## src/rtl/swervolf_sevenseg_ctrl.sv

```systemverilog
// Wishbone-mapped controller for the eight-digit common-anode seven-segment display.
// Scans one digit per slot with a leading blank interval; supports hex decode or raw segments.
module swervolf_sevenseg_ctrl #(
  parameter int CLK_FREQ_HZ  = 50_000_000,
  parameter int REFRESH_HZ   = 1000,
  parameter int BLANK_CYCLES = 4
) (
  input  logic        clk,
  input  logic        rstn,
  input  logic [2:0]  i_wb_adr,
  input  logic [31:0] i_wb_dat,
  input  logic [3:0]  i_wb_sel,
  input  logic        i_wb_we,
  input  logic        i_wb_cyc,
  input  logic        i_wb_stb,
  output logic [31:0] o_wb_dat,
  output logic        o_wb_ack,
  output logic [7:0]  AN,
  output logic [6:0]  Digits_Bits
);

  localparam int DIV = CLK_FREQ_HZ / (REFRESH_HZ * 8);
  localparam int PW  = (DIV > 2) ? $clog2(DIV) : 1;
  localparam logic [PW-1:0] PRESC_LAST = PW'(DIV - 1);
  localparam logic [PW-1:0] BLANK_END  = PW'(BLANK_CYCLES);

  logic [31:0]   digits_r;
  logic [7:0]    enable_r;
  logic          raw_mode_r;
  logic [31:0]   raw_lo_r;
  logic [31:0]   raw_hi_r;
  logic [PW-1:0] presc_r;
  logic [2:0]    idx_r;

  logic          bus_req_s;
  logic          blank_s;
  logic          digit_on_s;
  logic [3:0]    nibble_s;
  logic [6:0]    raw_seg_s;
  logic [31:0]   rdata_s;
  logic [7:0]    an_next_s;
  logic [6:0]    seg_next_s;

  // Active-low segment pattern {CA..CG} for a hex nibble
  function automatic logic [6:0] hex_decode(input logic [3:0] v);
    logic [6:0] s;
    case (v)
      4'h0:    s = 7'b0000001;
      4'h1:    s = 7'b1001111;
      4'h2:    s = 7'b0010010;
      4'h3:    s = 7'b0000110;
      4'h4:    s = 7'b1001100;
      4'h5:    s = 7'b0100100;
      4'h6:    s = 7'b0100000;
      4'h7:    s = 7'b0001111;
      4'h8:    s = 7'b0000000;
      4'h9:    s = 7'b0000100;
      4'hA:    s = 7'b0001000;
      4'hB:    s = 7'b1100000;
      4'hC:    s = 7'b0110001;
      4'hD:    s = 7'b1000010;
      4'hE:    s = 7'b0110000;
      4'hF:    s = 7'b0111000;
      default: s = 7'b1111111;
    endcase
    return s;
  endfunction

  // Read mux and per-slot segment/anode selection
  always_comb begin
    bus_req_s  = i_wb_cyc && i_wb_stb && !o_wb_ack;
    blank_s    = (presc_r < BLANK_END);
    digit_on_s = !blank_s && enable_r[idx_r];
    nibble_s   = digits_r[{idx_r, 2'b00} +: 4];
    if (idx_r[2]) begin
      raw_seg_s = raw_hi_r[{idx_r[1:0], 3'b000} +: 7];
    end else begin
      raw_seg_s = raw_lo_r[{idx_r[1:0], 3'b000} +: 7];
    end
    case (i_wb_adr)
      3'd0:    rdata_s = digits_r;
      3'd1:    rdata_s = {24'h000000, enable_r};
      3'd2:    rdata_s = {31'h00000000, raw_mode_r};
      3'd3:    rdata_s = raw_lo_r;
      3'd4:    rdata_s = raw_hi_r;
      3'd5:    rdata_s = {28'h0000000, blank_s, idx_r};
      default: rdata_s = 32'h00000000;
    endcase
    if (!digit_on_s) begin
      an_next_s  = 8'hFF;
      seg_next_s = 7'h7F;
    end else if (raw_mode_r) begin
      an_next_s  = ~(8'h01 << idx_r);
      seg_next_s = ~raw_seg_s;
    end else begin
      an_next_s  = ~(8'h01 << idx_r);
      seg_next_s = hex_decode(nibble_s);
    end
  end

  // Wishbone slave: single-cycle ack, byte-lane writes, registered read data
  always_ff @(posedge clk or negedge rstn) begin
    if (!rstn) begin
      o_wb_ack   <= 1'b0;
      o_wb_dat   <= 32'h00000000;
      digits_r   <= 32'h00000000;
      enable_r   <= 8'h00;
      raw_mode_r <= 1'b0;
      raw_lo_r   <= 32'h00000000;
      raw_hi_r   <= 32'h00000000;
    end else if (bus_req_s) begin
      o_wb_ack <= 1'b1;
      o_wb_dat <= rdata_s;
      if (i_wb_we) begin
        case (i_wb_adr)
          3'd0: begin
            for (int n = 0; n < 4; n++) begin
              if (i_wb_sel[n]) digits_r[8*n +: 8] <= i_wb_dat[8*n +: 8];
            end
          end
          3'd1: if (i_wb_sel[0]) enable_r <= i_wb_dat[7:0];
          3'd2: if (i_wb_sel[0]) raw_mode_r <= i_wb_dat[0];
          // Bit 7 of each raw byte is kept at zero so it reads back as 0
          3'd3: begin
            for (int n = 0; n < 4; n++) begin
              if (i_wb_sel[n]) raw_lo_r[8*n +: 8] <= {1'b0, i_wb_dat[8*n +: 7]};
            end
          end
          3'd4: begin
            for (int n = 0; n < 4; n++) begin
              if (i_wb_sel[n]) raw_hi_r[8*n +: 8] <= {1'b0, i_wb_dat[8*n +: 7]};
            end
          end
          default: ;
        endcase
      end
    end else begin
      o_wb_ack <= 1'b0;
    end
  end

  // Slot prescaler and digit index
  always_ff @(posedge clk or negedge rstn) begin
    if (!rstn) begin
      presc_r <= '0;
      idx_r   <= 3'd0;
    end else if (presc_r == PRESC_LAST) begin
      presc_r <= '0;
      idx_r   <= idx_r + 3'd1;
    end else begin
      presc_r <= presc_r + PW'(1);
    end
  end

  // Registered display pins
  always_ff @(posedge clk or negedge rstn) begin
    if (!rstn) begin
      AN          <= 8'hFF;
      Digits_Bits <= 7'h7F;
    end else begin
      AN          <= an_next_s;
      Digits_Bits <= seg_next_s;
    end
  end

endmodule

```

## config.mk

```make
export PLATFORM = sky130hd
export DESIGN_NAME = swervolf_sevenseg_ctrl
export DESIGN_NICKNAME = d
export VERILOG_FILES = /design/src/rtl/swervolf_sevenseg_ctrl.sv
export SDC_FILE = /design/constraint.sdc
export NUM_CORES = 1
export LEC_CHECK = 0
export BUFFER_PORTS_ARGS = -buffer_cell sky130_fd_sc_hd__buf_4
export CORE_ASPECT_RATIO = 1.2
export CORE_UTILIZATION = 50
export CTS_BUF_LIST = sky130_fd_sc_hd__clkbuf_8
export CTS_CLUSTER_DIAMETER = 50
export DETAILED_ROUTE_END_ITERATION = 8
export PLACE_DENSITY = 0.7
export SLEW_MARGIN = 15
export SYNTH_ARGS = -nofsm -noshare
export SYNTH_HDL_FRONTEND = slang
export SYNTH_SLANG_ARGS = --single-unit
```

## constraint.sdc

```tcl
create_clock -name clk -period 6 [get_ports clk]
set_input_delay 0.9 -clock clk [delete_from_list [all_inputs] [get_ports clk]]
set_output_delay 0.9 -clock clk [all_outputs]
set_load 0.02 [all_outputs]
```

Yosys cells after proc, flatten, opt, wreduce, memory -nomap -nowiden. Memory sizes are Yosys's and may differ from the RTL's. Cells that the tools add are included.

Memory bits (read-only): 112. Word-level logic and storage cells: 66. Register bits after elaboration: 161. Memories: 1.

Bitwise gates (word level): 2. Equal/unequal tests: 6. Multiplexer cells: 9. $add $sub $neg: 2. Order comparisons: 2. Shifts and indexed selects: 4. Reductions and logical operators: 20.

Memory list: (name not given) (words 16, bits a word 7, read ports 1, clocked after Yosys merged registers in 0, write ports 0, line 47) `case (v)`.

Operators by type and width (number): one-hot mux 32 bit (6 select lines) (1); variable part select 32 x 6 -> 7 bit (2); AND reduction 4 bit (14); variable part select 32 x 6 -> 4 bit (1); 2-to-1 mux 7 bit (3); adder 13 x 1 -> 13 bit (second input constant) (1); equality test 13 bit (second input constant) (1); < comparator 13 x 3 -> 1 bit (second input constant) (1); 2-to-1 mux 13 bit (1); 2-to-1 mux 8 bit (1); NOT 8 bit (1); << shifter 1 x 3 -> 8 bit (first input constant) (1); NOT 7 bit (1); equality test 3 x 2 -> 1 bit (second input constant) (2); equality test 3 bit (second input constant) (2); < comparator 3 x 4 -> 1 bit (second input constant) (1); adder 3 x 1 -> 3 bit (second input constant) (1); binary-select mux 1 bit (select 3 bit) (1); equality test 3 x 1 -> 1 bit (second input constant) (1); logical AND 1 bit (3); logical NOT 3 bit (1); logical NOT 1 bit (2); 2-to-1 mux 1 bit (2).

Longest topological paths before layout.
Word-level depth: 5. Mapped depth: 10.

Worst setup path before layout. OpenSTA, ideal clock, no wires.

Path kind: register -> register. Start: register idx_r[1]. End: register Digits_Bits[3]. Cell stages (with the launch flop): 9. Data arrival time: 2.424 ns. Data required time: 5.917 ns. Slack: 3.493 ns. Cells stage by stage: dfrtp_1 buf_6 clkbuf_1 mux4_2 mux2i_1 inv_1 ha_1 mux2_4 a221o_1.

Cells in the longest elaborated chain, start to end: 5.

RTL lines: start: declaration (line 33) `logic [2:0] idx_r;`; start signal: assignment (line 149) `idx_r <= idx_r + 3'd1;`; parallel branches: the longest is 4 deep, another holds memory read (16 x 7 bit); 2-to-1 mux 7 bit * (line 89) `if (!digit_on_s) begin`; named net seg_next_s[3] (line 42) `logic [6:0] seg_next_s;`; end signal: assignment (line 162) `Digits_Bits <= seg_next_s;`; end: declaration (line 19) `output logic [6:0] Digits_Bits`.

Mark *: on every way through the listed nets, which the timed path passes. The select of a mux whose other input is x is not followed. A chain may end at the register's enable or synchronous reset.

Worst setup path in the final report.
Start: register idx_r[0]. End: register Digits_Bits[3].

Same word-level chain as after synthesis.

==> results.json <==
{
  "status": "completed",
  "intPower_mw": 1.79,
  "hp-class": "reg -> reg",
  "post_cts_resized": 0,
  "setup_violations": 0,
  "port_buffers": 91,
  "drive_above_1_share": 0.363,
  "floorplan.initialDensity": 0.518,
  "grt_pass1_vias": 5749,
  "cts_tree": "built",
  "yosysWarnings": 0,
  "drv_cap": 0,
  "crit_fanout": 16,
  "core-area_mm2": 0.0151,
  "ys_seq_area_frac": 0.516,
  "pwr-share-comb": 0.148,
  "place_hpwl_mm": 14.1,
  "synth_cell_types": 53,
  "synthFlopType": "dfrtp_1",
  "wirelength_mm": 19.8,
  "synth_nets": 703,
  "cts_buffers": 17,
  "wl_per_cell_um": 21.0,
  "die-area_mm2": 0.0162,
  "cp-end-kind": "flip-flop",
  "ant_nets": 0,
  "die_w_um": 116,
  "path_class": "reg -> reg",
  "post_synth.cell_area_avg_um2": 12.2,
  "netlist_instances": 645,
  "cp-start-kind": "flip-flop",
  "die_y_um": 139,
  "max_stage_delay_ns": 0.85,
  "ys_ff_latch": 161,
  "fin_crit_ns": 3.16,
  "hold_viol": 0,
  "grt_max_degree": 114,
  "drc": 0,
  "h-tree-depth": 4,
  "fmax_mhz": 316,
  "fin_nets": 786,
  "peakVddDrop_v": 0.000171,
  "io_pins": 92,
  "grt_pass1_wl_mm": 31.5,
  "setup-tns-final_ns": 0,
  "rows": 49,
  "cp.required_ns": 6.38,
  "p_switching_uw": 661,
  "grt_antenna_before_repair": 0,
  "switching_share": 0.269,
  "postSynth.asyncResetShare": 1.00,
  "slew_violations": 0,
  "cp_data_arrival_time_ns": 3.54,
  "grt_overflow_total": 0,
  "p_clk_frac": 0.331,
  "clk_pin_slew_ns": 0.08,
  "firstDrtPassIters": 5,
  "root_buffer": "clkbuf_8",
  "cts.path.max_buffers": 2,
  "max_slew_margin": 0.246,
  "viasPerCell": 5.87,
  "finalPower_mw": 2.45,
  "cts-hold-fix-buffers": 0,
  "fin_skew_ns": 0.0124,
  "crit_chain": "buf_4 > mux4_1 > mux2i_1 > inv_1 > ha_1 > mux2_4 > a221o_1",
  "sequentialPowerShare": 0.521,
  "synth_edf_count": 0,
  "area_growth_pct": 15.7,
  "syn_area_mm2": 0.00785,
  "grt_usage": 0.264,
  "post_cts_buffers": 0,
  "numClockSinks": 161,
  "leakage_nw": 4.19,
  "p_per_area_mw_per_mm2": 270,
  "gp_congestion": 0.906,
  "rsz0062_at_grt": "false",
  "worst_pin_slew_ns": 1.13,
  "antenna_cells": 0,
  "drtIter0Drc": 401,
  "fin_crit_sh": 0.527,
  "insertion_delay_ns": 0.46,
  "vias": 5529,
  "cp_slowest_cell": "dfrtp_1"
}
-- worst paths after layout --
path | startpoint | to | slack (ns) | cells after the start
worst max-delay path | idx_r[0] | Digits_Bits[3] | 2.84 | 7
worst min-delay path | o_wb_dat[21] | o_wb_dat[21] | 0.48 | 2
worst max register to register | idx_r[0] | Digits_Bits[3] | 2.84 | 7
worst min register to register | o_wb_dat[21] | o_wb_dat[21] | 0.48 | 2
max in group asynchronous | rstn | raw_lo_r[3] | 4.16 | 2
min in group asynchronous | rstn | presc_r[9] | 0.57 | 1
-- kinds of logic after synthesis --
kind of cell / Yosys count / share of synthesized area
xor+xnor: 12 / 0.0134
flops: 161 / 0.516
mux: 158 / 0.261
fa+ha+maj: 14 / 0.0223
compound gates: 83 / 0.0611
buf+inv: 44 / 0.0253
simple gates: 173 / 0.101
-- critical path, delay by kind of cell (launching register included) --
kind | cells | cell delay [ns]
AOI/OAI and AO/OA | 1 | 0.32
buffers and inverters | 2 | 0.54
adders and majority gates | 1 | 0.28
DFF | 1 | 0.85
muxes | 3 | 1.09
-- per-stage QoR --
| step | utilization | cell area [um^2] | hold WS, ns | worst slack [ns] | std cells |
|---|---|---|---|---|---|
| 6_report | 0.599 | 9080 | 0.480 | 2.84 | 942 |
| 3_5_place_dp | 0.573 | 8680 | 0.471 | 2.84 | 913 |
| 2_1_floorplan | - | 7850 | 0.459 | 3.49 | 645 |
| 5_1_grt | 0.599 | 9080 | 0.504 | 2.51 | 942 |
| 3_3_place_gp | 0.573 | 8680 | 0.466 | 2.92 | 913 |
| 4_1_cts | 0.599 | 9080 | 0.491 | 2.84 | 942 |
-- layout by cell type, fill, tap and decap left out, types with 2 or more instances in the layout --
cell type	synthesis	layout
and3_1	5	5
nor4_1	5	5
xnor2_1	7	7
a22oi_1	3	3
a22o_1	3	3
dfstp_2	15	15
mux2_2	97	97
mux2_4	2	2
clkinv_4	0	2
o21ai_0	33	33
nand2_1	78	78
nor2_1	45	45
or2_1	2	2
xor2_1	5	5
a21oi_1	28	28
inv_2	2	2
nand3_1	19	19
o211ai_1	3	3
mux4_2	22	22
inv_1	8	9
bufinv_16	0	3
nand4_1	3	3
a31oi_1	2	2
mux2_1	2	2
buf_4	2	96
a21boi_0	2	2
mux4_1	3	3
nor2b_1	3	3
clkinvlp_4	0	3
ha_1	14	14
mux2i_1	31	31
and2_1	3	3
dfrtp_1	146	146
clkbuf_8	0	19
nor3_1	3	3
-- power by group through the flow --
stage	clock network, mW	logic, mW	registers (mW)
after floorplan	0	0.208	1.28
after global placement	0	0.351	1.29
after detailed placement	0	0.363	1.30
after CTS	0.830	0.365	1.28
after global routing	0.871	0.396	1.29
final	0.812	0.363	1.28
-- area by class of cell --
| type | count | area, um^2 |
|---|---|---|
| Inverter | 11 | 41.3 |
| Clock buffer | 19 | 262 |
| Clock inverter | 10 | 139 |
| Multi-Input combinational cell | 440 | 3600 |
| Tap cell | 204 | 255 |
| Sequential cell | 161 | 4050 |
| Timing Repair Buffer | 97 | 732 |
| Fill cell | 1260 | 6070 |
-- metal layers --
metal  track usage  routed length (um)
met2         0.415                9780
met3        0.0653                1440
met1         0.348                7970
met4         0.110                 590
met5             0                   0
-- synthesized netlist by cell type (all sizes together), types with 7 or more instances --
cell type  instances  area share
mux4              25       0.073
nand3             20       0.013
inv               10      0.0048
nand2             78       0.037
o21ai             34       0.022
ha                14       0.022
xnor2              7      0.0078
buf               14       0.011
mux2             101        0.15
dfstp             15       0.050
nor2              45       0.022
mux2i             32       0.042
a21oi             28       0.018
dfrtp            146        0.47
clkbuf            19      0.0091
-- registers in the layout, summed over array words and instances (netlist names) --
signal / cells
o_wb_dat: 32
raw_hi_r: 28
enable_r: 8
idx_r: 3
Digits_Bits: 7
o_wb_ack: 1
raw_mode_r: 1
presc_r: 13
digits_r: 32
AN: 8
raw_lo_r: 28
(Power assumes the default switching activity.)
